[src/rtl/otter_mem_pkg.sv]
// Shared types and helpers for the otter bus-to-RAM bridge.
package otter_mem_pkg;

    // Access size carried in bus_size[1:0]; the fourth encoding (2'b11) is illegal.
    typedef enum logic [1:0] {
        SZ_BYTE = 2'b00,
        SZ_HALF = 2'b01,
        SZ_WORD = 2'b10
    } size_e;

    // Bridge controller states.
    typedef enum logic [1:0] {
        IDLE   = 2'b00,
        ACCESS = 2'b01,
        WAIT   = 2'b10,
        RESP   = 2'b11
    } state_e;

    localparam logic [1:0] SZ_ILLEGAL = 2'b11;

    // Byte write enables for a store of the given size at the given byte offset.
    function automatic logic [3:0] byte_en(input size_e size, input logic [1:0] addr_lo);
        logic [3:0] en;
        en = 4'b0000;
        case (size)
            SZ_BYTE: en = 4'b0001 << addr_lo;
            SZ_HALF: en = addr_lo[1] ? 4'b1100 : 4'b0011;
            SZ_WORD: en = 4'b1111;
            default: en = 4'b0000;
        endcase
        return en;
    endfunction

    // Replicate right-justified store data across every lane so the byte
    // enables alone pick the destination lane.
    function automatic logic [31:0] store_steer(input size_e size, input logic [31:0] wdata);
        logic [31:0] steered;
        steered = 32'h0000_0000;
        case (size)
            SZ_BYTE: steered = {4{wdata[7:0]}};
            SZ_HALF: steered = {2{wdata[15:0]}};
            SZ_WORD: steered = wdata;
            default: steered = 32'h0000_0000;
        endcase
        return steered;
    endfunction

endpackage

[src/rtl/otter_mem_ctrl_if.sv]
// Bus-side port bundle between the bus matrix memory port and the RAM bridge.
interface otter_mem_ctrl_if;

    logic        bus_rd;
    logic        bus_wr;
    logic [2:0]  bus_size;
    logic [31:0] bus_addr;
    logic [31:0] bus_wdata;
    logic [31:0] bus_rdata;
    logic        bus_error;
    logic        bus_ack;

    modport master (
        output bus_rd,
        output bus_wr,
        output bus_size,
        output bus_addr,
        output bus_wdata,
        input  bus_rdata,
        input  bus_error,
        input  bus_ack
    );

    modport slave (
        input  bus_rd,
        input  bus_wr,
        input  bus_size,
        input  bus_addr,
        input  bus_wdata,
        output bus_rdata,
        output bus_error,
        output bus_ack
    );

endinterface

[src/rtl/otter_load_align.sv]
// Picks the addressed byte/half/word out of a RAM word and extends it to 32 bits.
module otter_load_align
    import otter_mem_pkg::*;
(
    input  logic [31:0] word,
    input  logic [1:0]  addr_lo,
    input  logic [2:0]  size,
    output logic [31:0] result
);

    logic [7:0]  lane_byte;
    logic [15:0] lane_half;
    logic        is_unsigned;

    // Lane selection and sign/zero extension; size[2] requests zero extension.
    always_comb begin
        result      = 32'h0000_0000;
        lane_byte   = 8'(word >> {addr_lo, 3'b000});
        lane_half   = addr_lo[1] ? word[31:16] : word[15:0];
        is_unsigned = size[2];
        case (size_e'(size[1:0]))
            SZ_BYTE: result = {{24{lane_byte[7] & ~is_unsigned}}, lane_byte};
            SZ_HALF: result = {{16{lane_half[15] & ~is_unsigned}}, lane_half};
            SZ_WORD: result = word;
            default: result = 32'h0000_0000;
        endcase
    end

endmodule

[src/rtl/otter_mem_ctrl.sv]
// Bridge from one otter_bus transaction to a word-wide synchronous RAM access,
// with alignment/range checking and a single-cycle completion ack.
module otter_mem_ctrl
    import otter_mem_pkg::*;
#(
    parameter int ADDR_WIDTH = 14,
    parameter int RD_LATENCY = 1
) (
    input  logic                  clk,
    input  logic                  rst,
    otter_mem_ctrl_if.slave       bus,
    output logic                  ram_en,
    output logic [3:0]            ram_we,
    output logic [ADDR_WIDTH-1:0] ram_addr,
    output logic [31:0]           ram_wdata,
    input  logic [31:0]           ram_rdata
);

    // WAIT lasts RD_LATENCY-1 cycles; the counter is loaded with one less
    // because the final WAIT cycle is the one that sees zero.
    localparam int         WAIT_INIT_INT = (RD_LATENCY >= 2) ? (RD_LATENCY - 2) : 0;
    localparam logic [1:0] WAIT_INIT     = 2'(WAIT_INIT_INT);

    state_e                state_q, state_d;
    logic                  is_wr_q, is_wr_d;
    logic [2:0]            size_q, size_d;
    logic [1:0]            addr_lo_q, addr_lo_d;
    logic [1:0]            wait_cnt_q, wait_cnt_d;
    logic                  ram_en_q, ram_en_d;
    logic [3:0]            ram_we_q, ram_we_d;
    logic [ADDR_WIDTH-1:0] ram_addr_q, ram_addr_d;
    logic [31:0]           ram_wdata_q, ram_wdata_d;
    logic                  ack_q, ack_d;
    logic                  error_q, error_d;
    logic [31:0]           rdata_q, rdata_d;

    logic                  req_illegal;
    logic [31:0]           load_result;

    // Extraction always works from the captured size/offset, never the live bus.
    otter_load_align u_load_align (
        .word    (ram_rdata),
        .addr_lo (addr_lo_q),
        .size    (size_q),
        .result  (load_result)
    );

    // Legality of the request currently presented on the bus.
    always_comb begin
        req_illegal = 1'b0;
        if (bus.bus_rd && bus.bus_wr)
            req_illegal = 1'b1;
        if (bus.bus_size[1:0] == SZ_ILLEGAL)
            req_illegal = 1'b1;
        if (bus.bus_size[2] && ((bus.bus_size[1:0] == SZ_WORD) || bus.bus_wr))
            req_illegal = 1'b1;
        if ((bus.bus_size[1:0] == SZ_HALF) && bus.bus_addr[0])
            req_illegal = 1'b1;
        if ((bus.bus_size[1:0] == SZ_WORD) && (bus.bus_addr[1:0] != 2'b00))
            req_illegal = 1'b1;
        if ((bus.bus_addr >> (ADDR_WIDTH + 2)) != 32'd0)
            req_illegal = 1'b1;
    end

    // Next-state and registered-output computation; every output defaults to 0
    // so anything not explicitly driven in a state is quiet.
    always_comb begin
        state_d     = state_q;
        is_wr_d     = is_wr_q;
        size_d      = size_q;
        addr_lo_d   = addr_lo_q;
        wait_cnt_d  = wait_cnt_q;
        ram_en_d    = 1'b0;
        ram_we_d    = 4'b0000;
        ram_addr_d  = '0;
        ram_wdata_d = 32'h0000_0000;
        ack_d       = 1'b0;
        error_d     = 1'b0;
        rdata_d     = 32'h0000_0000;

        case (state_q)
            IDLE: begin
                if (bus.bus_rd || bus.bus_wr) begin
                    is_wr_d   = bus.bus_wr;
                    size_d    = bus.bus_size;
                    addr_lo_d = bus.bus_addr[1:0];
                    if (req_illegal) begin
                        state_d = RESP;
                        ack_d   = 1'b1;
                        error_d = 1'b1;
                    end else begin
                        state_d    = ACCESS;
                        ram_en_d   = 1'b1;
                        ram_addr_d = bus.bus_addr[ADDR_WIDTH+1:2];
                        if (bus.bus_wr) begin
                            ram_we_d    = byte_en(size_e'(bus.bus_size[1:0]), bus.bus_addr[1:0]);
                            ram_wdata_d = store_steer(size_e'(bus.bus_size[1:0]), bus.bus_wdata);
                        end
                    end
                end
            end

            ACCESS: begin
                if (is_wr_q) begin
                    state_d = RESP;
                    ack_d   = 1'b1;
                end else if (RD_LATENCY == 1) begin
                    state_d = RESP;
                    ack_d   = 1'b1;
                    rdata_d = load_result;
                end else begin
                    state_d    = WAIT;
                    wait_cnt_d = WAIT_INIT;
                end
            end

            WAIT: begin
                if (wait_cnt_q == 2'd0) begin
                    state_d = RESP;
                    ack_d   = 1'b1;
                    rdata_d = load_result;
                end else begin
                    wait_cnt_d = wait_cnt_q - 2'd1;
                end
            end

            RESP: begin
                state_d = IDLE;
            end

            default: begin
                state_d = IDLE;
            end
        endcase
    end

    // State, capture and output registers; reset aborts any transaction in flight.
    always_ff @(posedge clk or posedge rst) begin
        if (rst) begin
            state_q     <= IDLE;
            is_wr_q     <= 1'b0;
            size_q      <= 3'b000;
            addr_lo_q   <= 2'b00;
            wait_cnt_q  <= 2'd0;
            ram_en_q    <= 1'b0;
            ram_we_q    <= 4'b0000;
            ram_addr_q  <= '0;
            ram_wdata_q <= 32'h0000_0000;
            ack_q       <= 1'b0;
            error_q     <= 1'b0;
            rdata_q     <= 32'h0000_0000;
        end else begin
            state_q     <= state_d;
            is_wr_q     <= is_wr_d;
            size_q      <= size_d;
            addr_lo_q   <= addr_lo_d;
            wait_cnt_q  <= wait_cnt_d;
            ram_en_q    <= ram_en_d;
            ram_we_q    <= ram_we_d;
            ram_addr_q  <= ram_addr_d;
            ram_wdata_q <= ram_wdata_d;
            ack_q       <= ack_d;
            error_q     <= error_d;
            rdata_q     <= rdata_d;
        end
    end

    assign ram_en        = ram_en_q;
    assign ram_we        = ram_we_q;
    assign ram_addr      = ram_addr_q;
    assign ram_wdata     = ram_wdata_q;
    assign bus.bus_ack   = ack_q;
    assign bus.bus_error = error_q;
    assign bus.bus_rdata = rdata_q;

endmodule

[src/flat_wrapper.sv]
// flat-port wrapper written by rule: the top's interface ports become plain ports
module otter_mem_ctrl_flat import otter_mem_pkg::*;
#(
    parameter int ADDR_WIDTH = 14,
    parameter int RD_LATENCY = 1
)
  (clk, rst, ram_en, ram_we, ram_addr, ram_wdata, ram_rdata, bus_bus_rd, bus_bus_wr, bus_bus_size, bus_bus_addr, bus_bus_wdata, bus_bus_rdata, bus_bus_error, bus_bus_ack);
  otter_mem_ctrl_if bus_i ();
  input  logic clk;
  input  logic rst;
  output logic ram_en;
  output logic [3:0] ram_we;
  output logic [ADDR_WIDTH-1:0] ram_addr;
  output logic [31:0] ram_wdata;
  input  logic [31:0] ram_rdata;
  input wire logic [$bits(bus_i.bus_rd)-1:0] bus_bus_rd;
  input wire logic [$bits(bus_i.bus_wr)-1:0] bus_bus_wr;
  input wire logic [$bits(bus_i.bus_size)-1:0] bus_bus_size;
  input wire logic [$bits(bus_i.bus_addr)-1:0] bus_bus_addr;
  input wire logic [$bits(bus_i.bus_wdata)-1:0] bus_bus_wdata;
  output wire logic [$bits(bus_i.bus_rdata)-1:0] bus_bus_rdata;
  output wire logic [$bits(bus_i.bus_error)-1:0] bus_bus_error;
  output wire logic [$bits(bus_i.bus_ack)-1:0] bus_bus_ack;
  assign bus_i.bus_rd = bus_bus_rd;
  assign bus_i.bus_wr = bus_bus_wr;
  assign bus_i.bus_size = bus_bus_size;
  assign bus_i.bus_addr = bus_bus_addr;
  assign bus_i.bus_wdata = bus_bus_wdata;
  assign bus_bus_rdata = bus_i.bus_rdata;
  assign bus_bus_error = bus_i.bus_error;
  assign bus_bus_ack = bus_i.bus_ack;
  otter_mem_ctrl #(.ADDR_WIDTH(ADDR_WIDTH), .RD_LATENCY(RD_LATENCY)) u_core (.clk(clk), .rst(rst), .bus(bus_i), .ram_en(ram_en), .ram_we(ram_we), .ram_addr(ram_addr), .ram_wdata(ram_wdata), .ram_rdata(ram_rdata));
endmodule
[config.mk]
export PLATFORM = sky130hd
export DESIGN_NAME = otter_mem_ctrl_flat
export DESIGN_NICKNAME = d
export VERILOG_FILES = /design/src/rtl/otter_mem_pkg.sv /design/src/rtl/otter_mem_ctrl_if.sv /design/src/rtl/otter_load_align.sv /design/src/rtl/otter_mem_ctrl.sv /design/src/flat_wrapper.sv
export SDC_FILE = /design/constraint.sdc
export NUM_CORES = 1
export LEC_CHECK = 0
export CORE_AREA = 2 2 92 94
export DETAILED_ROUTE_END_ITERATION = 10
export DIE_AREA = 0 0 94 96
export DONT_BUFFER_PORTS = 1
export GPL_TIMING_DRIVEN = 0
export PLACE_DENSITY = 0.66
export SLEW_MARGIN = 20
export SYNTH_ARGS = -nofsm -noshare
export SYNTH_HDL_FRONTEND = slang
export SYNTH_SLANG_ARGS = --single-unit
[constraint.sdc]
create_clock -name clk -period 3.7 [get_ports clk]
set_input_delay 0.555 -clock clk [delete_from_list [all_inputs] [get_ports clk]]
set_output_delay 0.555 -clock clk [all_outputs]
set_load 0.05 [all_outputs]
; ---- Yosys cells after proc, flatten, opt, wreduce, memory -nomap -nowiden
; Cells that the tools add are included.
[totals]
ff_bits = 95
input_bits = 103
word_cells = 81
[op_classes]
addsub = 1
eq_ne = 10
shifts = 2
n_mux = 37
bitwise_logic = 4
n_reduce_logical = 15
[op_table]
columns = cell, n
row1 = 32-bit 2-to-1 mux, 6
row2 = 32-bit one-hot mux with 3 select lines, 2
row3 = 32-bit one-hot mux with 2 select lines, 1
row4 = 14-bit 2-to-1 mux, 3
row5 = 32-bit nonzero test, 1
row6 = 32-bit by 5-bit right shift with 8-bit output, 1
row7 = 4-bit 2-to-1 mux, 5
row8 = 16-bit 2-to-1 mux, 1
row9 = 1-bit 2-to-1 mux, 13
row10 = 4-bit one-hot mux with 3 select lines, 1
row11 = 2-bit equality test (second input constant), 5
row12 = 2-bit zero test, 4
row13 = 2-bit one-hot mux with 4 select lines, 1
row14 = 2-bit by 1-bit equality test with 1-bit output (second input constant), 3
row15 = 2-bit 2-to-1 mux, 3
row16 = 2-bit AND reduction, 3
row17 = 1-bit logical AND, 4
row18 = 2-bit by 1-bit != test with 1-bit output (second input constant), 2
row19 = 1-bit by 2-bit << shifter with 4-bit output (first input constant), 1
row20 = 1-bit one-hot mux with 3 select lines, 1
row21 = 1-bit AND, 2
row22 = 1-bit logical OR, 2
row23 = 1-bit inverter, 2
row24 = 2-bit nonzero test, 1
row25 = 2-bit by 1-bit subtractor with 2-bit output (second input constant), 1

; ---- Depth between registers and ports, before layout
[depth]
ltp_word = 10
depth_mapped = 7

; ---- By module
; From an unflattened synthesis, not the netlist that was laid out.
[unflattened]
cells_unflattened = 417
area_unflattened_um2 = 4489.3
[by_module_without_submodules]
columns = module, n_inst, cells_per_inst, area_per_inst_um2
row1 = otter_mem_ctrl, 1, 294, 3590.9
row2 = otter_load_align, 1, 123, 898.4

; ---- Worst setup path after synthesis
; Ideal clock, no wire load.
[synth_timing]
path_kind = input port to flip-flop
from = input port bus_bus_addr[19]
to = register u_core.ram_wdata_q[6] (netlist: u_core.ram_wdata[6])
setup_ns = 0.066
arrival_time_ns = 1.656
t_required_ns = 3.634
setup_slack_ns = 1.978
cell_stages = 5
path_buffers = 1
path_cell_list = nor4_1 nand4_1 nor3_4 buf_6 and2_1
[synth_via]
elab_chain_len = 5
[synth_rtl]
columns = item, line
row1 = start: declaration, flat_wrapper.sv:19  ; input wire logic [$bits(bus_i.bus_addr)-1:0] bus_bus_addr;
row2 = 32-bit nonzero test, otter_mem_ctrl.sv:61  ; if ((bus.bus_addr >> (ADDR_WIDTH + 2)) != 32'd0)
row3 = 1-bit 2-to-1 mux, otter_mem_ctrl.sv:61
row4 = 32-bit 2-to-1 mux, otter_mem_ctrl.sv:87  ; if (req_illegal) begin
row5 = 32-bit 2-to-1 mux, otter_mem_ctrl.sv:83  ; if (bus.bus_rd || bus.bus_wr) begin
row6 = 32-bit 2-to-1 mux, otter_mem_ctrl.sv:81  ; case (state_q)
row7 = named net u_core.ram_wdata_d[6], otter_mem_ctrl.sv:32  ; logic [31:0] ram_wdata_q, ram_wdata_d;
row8 = end signal: assignment, otter_mem_ctrl.sv:161  ; ram_wdata_q <= ram_wdata_d;
row9 = end: declaration, otter_mem_ctrl.sv:32
; The timed path passes the listed nets, and every way through them passes these cells.
; A chain may end at the register's enable or synchronous reset.

; ---- Final worst setup path
[layout_timing]
from = register u_core.size_q[1]
to = register u_core.rdata_q[7] (netlist: u_core.bus.bus_rdata[7])
[layout_via]
elab_chain_len = 4
[layout_rtl]
columns = item, line
row1 = start: declaration, otter_mem_ctrl.sv:26  ; logic [2:0] size_q, size_d;
row2 = start signal: assignment, otter_mem_ctrl.sv:155  ; size_q <= size_d;
row3 = "2-bit equality test, or another cell as far along", otter_load_align.sv:21  ; case (size_e'(size[1:0]))
row4 = 32-bit one-hot mux with 3 select lines (*), otter_load_align.sv:21
row5 = 32-bit 2-to-1 mux (on tied branches), "otter_mem_ctrl.sv:118, otter_mem_ctrl.sv:104"
row6 = 32-bit one-hot mux with 2 select lines (*), otter_mem_ctrl.sv:81
row7 = named net u_core.rdata_d[7], otter_mem_ctrl.sv:35  ; logic [31:0] rdata_q, rdata_d;
row8 = end signal: assignment, otter_mem_ctrl.sv:164  ; rdata_q <= rdata_d;
row9 = end: declaration, otter_mem_ctrl.sv:35
; Mark *: on every way through the listed nets, which the timed path passes. The rest lies on a longest branch.

==> run metrics <==
Synth Area in Simple Gates=0.171; Crit path arrival time=2150 ps; CTS clk-pin slew, worst paths=100 ps; top cell type's share of synthesized area=0.579; Leakage=2.02 nW; Post-DP HPWL=about 7400 µm; Reg2Reg Setup Slack=1760 ps; Post-route DRC=0; Worst setup EP type=flop; Final Util=0.555; pin count of the biggest net entering global routing=64; grt ovf=0; CTS sink cnt=95; worst hold path type=primary input to async pin; Max Clock Skew=10.2 ps; Max clock buf depth=2; GRT Total Usage=0.223; setup repair after global routing missed its margin=false; final setup vio count=0; # rows=33; fraction of layout cells with a size suffix above 1=0.107; Gate Count Post-Synth=386; synth top area cells=dfrtp_1 58%, a21oi_1 7.1%, and2_1 5.8%; mux share of post-synthesis cell area=0.0381; 1st-pass router iterations=5; status=finished clean; vias in the first global route=2930; initial antenna violation count=0; Peak VDD IR=approximately 0.26 mV; Die Ht=96 µm; # hold bufs at CTS=0; DR WL/cell=19.9 µm; nets=just over 500; Ant. Diodes=0; core area=0.00805 mm²; Seq/Total Area, Yosys=0.579; post-route ant nets=0; FF+latch count, synth=between 90 and 100; area of the multi-input gates=0.00157 mm²; min cycle time layout=about 1900 ps; XOR/XNOR Fraction of Synth Area=0.00213; CTS buffer count=9; count leader, synth=dfrtp_1; DR vias=2961; global-route wire length before repair=15300 µm; syn_nets=496; Ys Warns=0; CTS Root Cell=clkbuf_8; Reg2Reg Depth=5; number of fill cells=roughly 720; top cell type by total area after synthesis=dfrtp_1; CTS tree=done; Ports=188; EDFF count, synth=0; distinct cell type count after synthesis=37; Worst R2R End=u_core.bus.bus_rdata[7]; Total Routed Length=10100 µm; PwrDens=698 mW/mm²; initial DRC count=roughly 190; Critical Path RT=roughly 3900 ps; worst slew pin tran=707 ps; worst r2r src=u_core.size_q[1]; post-DR vias/cell=5.83; Avg Inst Size Synth=~11 µm²; Startpoint Class=flop; Port Buffer Count=0; Tcrit/Tclk final=0.525; Setup Fix Bufs, Post-CTS=0; Area Overhead vs Synth=8.93%; worst-path fanout max=10; Worst-Skew Late Latency=about 350 ps; Setup Crit Path Kind=flop to flop; Die W=94 µm; Placer Congestion=0.897; Final Hold Fails=0; dominant synthesized flop cell=dfrtp_1; Post-synth top cells=95 x dfrtp_1, 58 x a21oi_1, 38 x and2_1, 36 x nand2_1, 22 x o21ai_0; post-synthesis adder-cell area fraction=0.0213; Initial Util=0.510; Seq. cell area=0.00238 mm²; Max-cap violations=0; post-cts repair resize count=0; Compound-Gate Fraction of Synth Area=0.150; Slew Viols, Final=0; fraction of synthesis flops using an asynchronous set or reset pin=1.00; Peak Freq=0.514 GHz; die area=~0.0090 mm²; Syn Std Cell Area=0.00410 mm²; Worst setup startpoint=u_core.size_q[1]; combinational family with the most area after synthesis=simple AND/OR/NAND/NOR gates; headroom to the max-slew limit=0.526; H-tree levels=3; worst hold slack=between 20 and 30 ps
-- placed cells by master, fill, tap and decap left out, drive strengths merged, types with 2 or more instances in the layout --
cell type and n:
nor2b 14, mux2 13, nor3 4, o21bai 2
nor2 6, ha 7, nand3 9, clkbuf 27
buf 8, a22oi 15, a21oi 58, inv 13
clkinvlp 2, nand2b 2, dfrtp 95, o21ai 23
and2 38, nand2 36, o21a 2, o31ai 2
nor4 14, nand3b 2
-- worst max path at each step --
stage / endpoint / slack [ps] / depth (start not counted)
finish: u_core.bus.bus_rdata[7] / 1760 / 5
global route: u_core.ram_addr[4] / 1530 / 6
global placement: u_core.wait_cnt_q[0] / -220 / 1
CTS: u_core.ram_addr[4] / 1720 / 6
floorplan: u_core.addr_lo_q[0] / 670 / 1
detailed placement: u_core.ram_addr[4] / 1590 / 5
-- through the flow --
step	cells	setup slack, ps	total power [mW]	TNS [ps]	instance area [µm²]
floorplan	386	668	2.24	0	4100
global placement	491	-217	2.41	-20240	4240
detailed placement	492	1590	2.44	0	4270
CTS	508	1720	3.14	0	4470
global route	508	1530	3.29	0	4470
finish	508	1760	3.12	0	4470
-- power by group --
| part | internal (mW) | switching [mW] | total, mW | leakage [nW] |
|---|---|---|---|---|
| clock network | 0.321 | 0.378 | 0.699 | 0.0982 |
| registers | 1.18 | 0.462 | 1.64 | 1.30 |
| logic | 0.281 | 0.497 | 0.779 | 0.620 |
-- routing by layer --
metal | vias up | global-route usage | wire, µm
met5 | - | 0 | 0
li1 | 1356 | - | -
met3 | 11 | 0.0744 | 1030
met4 | 0 | 0.0785 | 155
met2 | 176 | 0.342 | 4720
met1 | 1418 | 0.298 | 4200
-- worst max-delay path, cell delays in order (launching register included) --
cell	delay, ps
dfrtp_1	360
clkbuf_1	320
nand2_1	310
nand3_1	310
clkbuf_1	400
a21oi_1	100
-- state kept, by name (all words and copies together), names as in the netlist --
register,cells
u_core.ram_addr,14
u_core.addr_lo_q,2
u_core.bus.bus_ack,1
u_core.ram_wdata,32
u_core.bus.bus_error,1
u_core.wait_cnt_q,2
u_core.bus.bus_rdata,32
u_core.size_q,3
u_core.is_wr_q,1
u_core.ram_en,1
u_core.state_q,2
u_core.ram_we,4
-- cells by family (layout without fill, tap and decap cells) --
kind of cell,after synthesis,count (layout)
simple gates,127,127
compound gates,107,107
flops,95,95
buf+inv,35,52
mux,14,14
fa+ha+maj,7,7
xor+xnor,1,1
-- final cells by class --
| cell class | instances | share of cell area |
|---|---|---|
| tap | 105 | 0.0294 |
| clock buffer | 9 | 0.0277 |
| inverter | 10 | 0.00952 |
| clock inverter | 7 | 0.0176 |
| buffer | 25 | 0.0260 |
| sequential | 95 | 0.532 |
| multi-input combinational | 256 | 0.352 |
| timing repair buffer | 1 | 0.00616 |
No activity file was read; power rests on OpenSTA's default activity.
